[config.mk]
export PLATFORM = sky130hd
export DESIGN_NAME = lc3_control_fsm
export DESIGN_NICKNAME = d
export VERILOG_FILES = /design/src/rtl/lc3_control_fsm.sv
export SDC_FILE = /design/constraint.sdc
export NUM_CORES = 1
export LEC_CHECK = 0
export BUFFER_PORTS_ARGS = -buffer_cell sky130_fd_sc_hd__buf_2
export CAP_MARGIN = 25
export CELL_PAD_IN_SITES_DETAIL_PLACEMENT = 2
export CELL_PAD_IN_SITES_GLOBAL_PLACEMENT = 2
export CORE_UTILIZATION = 26
export DETAILED_ROUTE_END_ITERATION = 6
export PLACE_DENSITY_LB_ADDON = 0.1
export SLEW_MARGIN = 15
export SYNTH_ARGS = -nofsm -noshare
export SYNTH_HDL_FRONTEND = slang
export SYNTH_SLANG_ARGS = --single-unit
[constraint.sdc]
create_clock -name Clk -period 2.2 [get_ports Clk]
set_input_delay 0.22 -clock Clk [delete_from_list [all_inputs] [get_ports Clk]]
set_output_delay 0.22 -clock Clk [all_outputs]
set_load 0.1 [all_outputs]
[src/rtl/lc3_control_fsm.sv]
// LC-3 control sequencer: one micro-state per clock, Moore-decoded datapath controls.
// Optional build macro PAUSE_IR_EN inserts a two-state pause after each instruction fetch.
module lc3_control_fsm #(
    parameter int unsigned MEM_WAIT = 2
) (
    input  logic       Clk,
    input  logic       Reset_n,
    input  logic       Run,
    input  logic       Continue,
    input  logic [3:0] Opcode,
    input  logic       IR_5,
    input  logic       IR_11,
    input  logic       BEN,
    output logic       LD_MAR,
    output logic       LD_MDR,
    output logic       LD_IR,
    output logic       LD_BEN,
    output logic       LD_CC,
    output logic       LD_REG,
    output logic       LD_PC,
    output logic       LD_LED,
    output logic       GatePC,
    output logic       GateMDR,
    output logic       GateALU,
    output logic       GateMARMUX,
    output logic [1:0] PCMUX,
    output logic [1:0] ADDR2MUX,
    output logic       ADDR1MUX,
    output logic [1:0] ALUK,
    output logic       DRMUX,
    output logic       SR1MUX,
    output logic       SR2MUX,
    output logic       MIO_EN,
    output logic       Mem_CE,
    output logic       Mem_UB,
    output logic       Mem_LB,
    output logic       Mem_OE,
    output logic       Mem_WE
);

    typedef enum logic [4:0] {
        StHalted, St18, St33, St35, St32,
        St01, St05, St09, St00, St22, St12,
        St04, St21, St06, St07, St25, St27, St23, St16,
        StPause1, StPause2
`ifdef PAUSE_IR_EN
        , StPauseIr1, StPauseIr2
`endif
    } state_t;

    // Last count value of a memory strobe; counter runs 0..MEM_WAIT-1.
    localparam logic [2:0] WaitLast = 3'(MEM_WAIT - 1);

    state_t     state_q, state_d;
    logic [2:0] wait_q, wait_d;
    logic       wait_done;

    assign wait_done = (wait_q == WaitLast);

    // State register and memory wait counter.
    always_ff @(posedge Clk or negedge Reset_n) begin
        if (!Reset_n) begin
            state_q <= StHalted;
            wait_q  <= 3'd0;
        end else begin
            state_q <= state_d;
            wait_q  <= wait_d;
        end
    end

    // Next-state, wait-counter and datapath control decode.
    always_comb begin
        state_d    = state_q;
        wait_d     = 3'd0;
        LD_MAR     = 1'b0;
        LD_MDR     = 1'b0;
        LD_IR      = 1'b0;
        LD_BEN     = 1'b0;
        LD_CC      = 1'b0;
        LD_REG     = 1'b0;
        LD_PC      = 1'b0;
        LD_LED     = 1'b0;
        GatePC     = 1'b0;
        GateMDR    = 1'b0;
        GateALU    = 1'b0;
        GateMARMUX = 1'b0;
        PCMUX      = 2'd0;
        ADDR2MUX   = 2'd0;
        ADDR1MUX   = 1'b0;
        ALUK       = 2'd0;
        DRMUX      = 1'b0;
        SR1MUX     = 1'b0;
        SR2MUX     = 1'b0;
        MIO_EN     = 1'b0;
        Mem_OE     = 1'b1;
        Mem_WE     = 1'b1;
        // SRAM stays selected whenever the machine is running.
        Mem_CE     = (state_q == StHalted);
        Mem_UB     = (state_q == StHalted);
        Mem_LB     = (state_q == StHalted);

        unique case (state_q)
            StHalted: begin
                if (Run) state_d = St18;
            end
            St18: begin
                GatePC  = 1'b1;
                LD_MAR  = 1'b1;
                PCMUX   = 2'd2;
                LD_PC   = 1'b1;
                state_d = St33;
            end
            St33, St25: begin
                Mem_OE = 1'b0;
                LD_MDR = 1'b1;
                MIO_EN = 1'b1;
                if (wait_done) begin
                    state_d = (state_q == St33) ? St35 : St27;
                end else begin
                    wait_d = wait_q + 3'd1;
                end
            end
            St35: begin
                GateMDR = 1'b1;
                LD_IR   = 1'b1;
`ifdef PAUSE_IR_EN
                state_d = StPauseIr1;
`else
                state_d = St32;
`endif
            end
            St32: begin
                LD_BEN = 1'b1;
                case (Opcode)
                    4'b0001: state_d = St01;
                    4'b0101: state_d = St05;
                    4'b1001: state_d = St09;
                    4'b0000: state_d = St00;
                    4'b1100: state_d = St12;
                    4'b0100: state_d = St04;
                    4'b0110: state_d = St06;
                    4'b0111: state_d = St07;
                    4'b1101: state_d = StPause1;
                    default: state_d = St18;
                endcase
            end
            St01, St05, St09: begin
                GateALU = 1'b1;
                LD_REG  = 1'b1;
                LD_CC   = 1'b1;
                SR1MUX  = 1'b1;
                SR2MUX  = ~IR_5;
                ALUK    = (state_q == St01) ? 2'd0 : (state_q == St05) ? 2'd1 : 2'd2;
                state_d = St18;
            end
            St00: begin
                state_d = BEN ? St22 : St18;
            end
            St22: begin
                ADDR1MUX = 1'b1;
                ADDR2MUX = 2'd1;
                PCMUX    = 2'd1;
                LD_PC    = 1'b1;
                state_d  = St18;
            end
            St12: begin
                SR1MUX   = 1'b1;
                ADDR2MUX = 2'd3;
                PCMUX    = 2'd1;
                LD_PC    = 1'b1;
                state_d  = St18;
            end
            St04: begin
                GatePC  = 1'b1;
                DRMUX   = 1'b1;
                LD_REG  = 1'b1;
                state_d = St21;
            end
            St21: begin
                // JSR uses PC+off11; JSRR jumps to BaseR.
                if (IR_11) begin
                    ADDR1MUX = 1'b1;
                    ADDR2MUX = 2'd0;
                end else begin
                    SR1MUX   = 1'b1;
                    ADDR2MUX = 2'd3;
                end
                PCMUX   = 2'd1;
                LD_PC   = 1'b1;
                state_d = St18;
            end
            St06, St07: begin
                SR1MUX     = 1'b1;
                ADDR2MUX   = 2'd2;
                GateMARMUX = 1'b1;
                LD_MAR     = 1'b1;
                state_d    = (state_q == St06) ? St25 : St23;
            end
            St27: begin
                GateMDR = 1'b1;
                LD_REG  = 1'b1;
                LD_CC   = 1'b1;
                state_d = St18;
            end
            St23: begin
                ALUK    = 2'd3;
                GateALU = 1'b1;
                LD_MDR  = 1'b1;
                state_d = St16;
            end
            St16: begin
                Mem_WE = 1'b0;
                if (wait_done) state_d = St18;
                else wait_d = wait_q + 3'd1;
            end
            StPause1: begin
                LD_LED = 1'b1;
                if (Continue) state_d = StPause2;
            end
            StPause2: begin
                if (!Continue) state_d = St18;
            end
`ifdef PAUSE_IR_EN
            StPauseIr1: begin
                LD_LED = 1'b1;
                if (Continue) state_d = StPauseIr2;
            end
            StPauseIr2: begin
                if (!Continue) state_d = St32;
            end
`endif
            default: state_d = StHalted;
        endcase
    end

endmodule

After elaboration in Yosys (flattened, before gate mapping)
Memory sizes are Yosys's and may differ from the RTL's.
Index checks and enable logic that the tools add are counted.
{ "word_totals": {"register_bits": 8, "latch_bits": 0, "ramBits": 0, "rom_bits": 80, "out_inout_bits": 28, "elab_cells": 86, "mem_count": 1} }
{ "classes": {"add_sub_neg": 1, "mul": 0, "n_div": 0, "n_lt_le_gt_ge": 0, "eq_ne": 26, "shifts": 0, "n_mux": 38, "bitwise_logic": 1, "n_reduce_logical": 17} }
{ "memory_table": {"columns": ["name", "depth", "width", "rd", "rd_ports_with_merged_regs", "wr", "line", "text"], "rows": [
  ["(no name shown)", 16, 5, 1, 0, 0, "134", "case (Opcode)"]
]} }
{ "op_table": {"columns": ["op", "count"], "rows": [
  ["$pmux 5 s13", 1],
  ["$eq 5x4->1 const B", 8],
  ["$mux 5", 7],
  ["$eq 5x5->1 const B", 5],
  ["$eq 5x3->1 const B", 4],
  ["$mux 1", 19],
  ["$reduce_or 3->1", 5],
  ["$reduce_or 4->1", 3],
  ["$eq 5x2->1 const B", 2],
  ["$ne 2x2->1 const B", 5],
  ["$pmux 2 s2", 2],
  ["$pmux 2 s4", 1],
  ["$reduce_or 2->1", 4],
  ["$reduce_or 7->1", 1],
  ["$mux 2", 3],
  ["$mux 3", 2],
  ["$reduce_or 6->1", 1],
  ["$eq 5x1->1 const B", 1],
  ["$logic_not 5->1", 1],
  ["$reduce_and 5->1", 1],
  ["$reduce_or 5->1", 1],
  ["$mux 4", 1],
  ["$pmux 1 s2", 2],
  ["$add 3x1->3 const B", 1],
  ["2 further kinds", 2]
]} }

Logic depth before layout (Yosys ltp)
{ "depth": {"ltp_word": 4, "ltp_mapped": 7, "ltp_nobuf": 4} }

Worst setup path after synthesis
Ideal clock, no wire load.
{ "synth_path": {"path_type": "reg-to-output", "start": "register state_q[2]", "end": "output port MIO_EN", "arrival_ps": 3518, "slack_ps": -1538, "path_stages_with_launch": 7, "cell_sequence": "dfrtp_1 -> buf_6 -> clkbuf_1 -> clkbuf_1 -> and3_1 -> o211ai_1 -> inv_1"} }
{ "synth_via": {"elab_chain_cells": 3, "word_cells_on_any_way": 4, "classes_between": "eq/ne (2); mux (1); reduce/logical (1)"} }
{ "synth_lines": {"columns": ["element", "line", "text"], "rows": [
  ["start, declared", "54", "state_t state_q, state_d;"],
  ["start signal, assigned", "63", "state_q <= StHalted;"],
  ["start signal, assigned", "66", "state_q <= state_d;"],
  ["$eq 5x2->1 or $eq 5x4->1 (tied branches)", "102", "unique case (state_q)"],
  ["$reduce_or 2->1 (*)", "102", null],
  ["$mux 1 (*)", "102", null],
  ["end, declared", "33", "output logic MIO_EN,"]
]} }
Every way passes the cells marked *; elsewhere a longest branch is shown, timed or not.

Worst setup path after layout
{ "layout_path": {"start": "register state_q[3]", "end": "output port Mem_WE"} }
{ "layout_via": {"elab_chain_cells": 2} }
{ "layout_lines": {"columns": ["element", "line", "text"], "rows": [
  ["$eq 5x5->1", "102", null],
  ["$mux 1", "102", null],
  ["end, declared", "38", "output logic Mem_WE"]
]} }
No other way between the ends.

==> results.yml <==
clocking:
  clk_transition_reported_paths_ns: 0.04
  cts_setup_buffers: 0
  insertion_delay_ns: 0.24
  cts_sinks: 8
  ctsLongestPathBuffers: 2
  cts_max_level: 1
  numCtsBuffers: 3
  cts_tree: "done"
  cts_root_buf: "clkbuf_8"
critical_path:
  endpoint_kind: "primary output"
  worstSetupPathType: "reg2out"
  critPathMaxFanout: 8
  cp.depth: 5
  crit_path_end: "Mem_WE"
  startpoint_type: "register"
  r2r-start: "state_q[2]$_DFFE_PN0P_"
  cp.arrival_ns: 1.89
  path_buf_inv: 2
  slowest_delay_ns: 0.43
  path_cells: "buf_4 -> nor2_1 -> nand2_1 -> or3_1 -> clkbuf_4"
  r2r_cells: 5
  slowest_stage: "dfrtp_1"
  crit_start: "state_q[3]$_DFFE_PN0P_"
  crit_family: "simple AND/OR/NAND/NOR gates"
  rr_endpoint: "state_q[0]$_DFFE_PN0P_"
  required_ns: 1.98
  reg2reg_slack_ns: 0.20
timing:
  max-slew-margin-rel_pct: 65.6
  setup_violations: 0
  fmax_ghz: 0.475
  hold_viol: 0
  finalMaxSlewViolations: 0
  fin_setup_tns_ns: 0
  fin_worst_skew_ns: 0.0110
  rsz0062_at_grt: "false"
  min_period_ns: 2.11
  period_share_pct: 95.7
  whs_ns: 0.347
  worstMarginPinSlew_ns: 0.504
routing:
  num_vias: 1384
  drt_iter0_markers: 81
  wire_per_inst_microns: 21.1
  avgViaCountPerCell: 5.67
  drc: 0
  drtPass1Iterations: 4
  totalWireLength_microns: 5160
  ant_nets: 0
floorplan:
  start_util_pct: 28.2
  core-area_sq_um: 3800
  row_count: 22
  fp.dieW_microns: 66.2
  ios: 39
  die_h_microns: 66.2
  dieArea_sq_um: 4390
worst_hold_path:
  hold_depth: 3
  min_path_type: "in2reg"
synthesis:
  synthAdderAreaFrac_pct: 0
  synth.net_count: 167
  syn_inst: 156
  post_synth_num_cell_types: 46
  yosysWarnings: 0
  synth-compound-area-share_pct: 30.5
  synth_xor_area_share_pct: 0.817
  synth-edff-count: 0
  synth.area.mux_share_pct: 0
  async_reset_ff_share_pct: 100
  syn-cell-area_sq_um: 1070
  yosys_register_bits: 8
  synth_top_family_by_area: "simple AND/OR/NAND/NOR gates"
  synth_seq_area_share_pct: 18.7
  synth_flop_cell: "dfrtp_1"
  yosys.area_share.simple_pct: 39.2
  syn_area_per_cell_sq_um: 6.87
cells_and_area:
  multi_input_area_sq_um: 917
  n_fill_cell: 415
  register_area_sq_um: 203
  drive_gt1_share_pct: 43.4
  synthToLayoutAreaGrowth_pct: 79.8
  final_util_pct: 50.8
  n_antenna_cell: 0
  nets: 209
  mostFrequentLayoutCells: "buf_12 (25), buf_4 (13), a21oi_1 (12), buf_2 (12), nor2_1 (11)"
  layout.cells.most_common: "buf_12"
grt:
  grt_pass1_wl_microns: 8220
  antenna_found_initial: 0
  grt_overflow_total: 0
  grt_use_total_pct: 25.7
  grt_max_degree: 18
  grt_pass1_vias: 1490
placement:
  dp_hpwl_microns: 4090
  place.gp.congestion: 0.870
  port_buffers: 38
run:
  cap_violations: 0
status:
  status: "finished clean"
==> worst min-delay path, cell delays in order <==
cell and delay, ns:
buf_2 0.12, o22ai_1 0.07, o2bb2ai_1 0.12
==> how the worst min path moves through the flow <==
stage / from / end
3_3_place_gp: Reset_n / state_q[3]$_DFFE_PN0P_
5_1_grt: Opcode[0] / state_q[3]$_DFFE_PN0P_
6_report: Opcode[0] / state_q[3]$_DFFE_PN0P_
3_5_place_dp: Reset_n / state_q[0]$_DFFE_PN0P_
2_1_floorplan: Reset_n / state_q[0]$_DFFE_PN0P_
4_1_cts: Opcode[0] / state_q[3]$_DFFE_PN0P_
==> sequential cells by signal, indices dropped and copies added, names as in the netlist <==
| register | cells |
|---|---|
| wait_q | 3 |
| state_q | 5 |
==> per-layer routing <==
metal  GRT usage, %  part of all wire [%]  vias to the layer above
met1           31.3                    41                      692
met5              0                     0                        -
li1               -                     -                      647
met4           7.71                   1.5                        0
met2           46.4                    54                       39
met3           3.10                   3.1                        6
==> timing repair <==
| item | CTS | global route |
|---|---|---|
| hold buffers | 1 | 0 |
| resized for setup | 3 | 5 |
| endpoints found under the setup margin | 3 | 3 |
| hold endpoints to repair | 8 | 0 |
==> through the flow <==
step,setup WS (ns),cells,area [sq um]
detailed placement,0.113,240,1860
CTS,0.0246,244,1910
global route,0.0111,244,1930
finish,0.0938,244,1930
floorplan,-1.46,156,1250
global placement,0.231,240,1860
==> synthesized netlist by cell type, drive strengths merged, types with 2 or more instances <==
library cell / instances / area, sq um
a21oi: 19 / 95.1
nand3: 2 / 10.0
o22ai: 3 / 18.8
nor2b: 10 / 62.6
a211oi: 2 / 15.0
nor3: 7 / 35.0
o31ai: 2 / 15.0
buf: 9 / 67.6
or3: 5 / 31.3
inv: 6 / 22.5
dfrtp: 8 / 200
o21ai: 8 / 40.0
a2111oi: 2 / 17.5
o211ai: 2 / 15.0
clkbuf: 6 / 22.5
nor4bb: 2 / 20.0
and3: 3 / 23.8
o2bb2ai: 2 / 17.5
or2: 4 / 25.0
nand2: 10 / 37.5
nor2: 14 / 52.6
a31oi: 3 / 18.8
nand2b: 10 / 62.6
==> kinds of logic (layout without fill, tap and decap cells) <==
kind of cell           count (synthesis)  in the layout
XOR/XNOR                               1              1
buffers and inverters                 22             62
flip-flops                             8              8
AND/OR/NAND/NOR                       74             74
AO/OA/AOI/OAI                         51             51
==> final cells by class <==
type / instances / area share, %
Tap cell: 48 / 3.11
Clock buffer: 3 / 2.14
Timing Repair Buffer: 52 / 35.0
Multi-Input combinational cell: 126 / 47.6
Sequential cell: 8 / 10.5
Inverter: 7 / 1.62
Power is left out: the tool's default activity adds up to more than one toggle a clock period on the data nets, which glitch-free logic cannot reach.
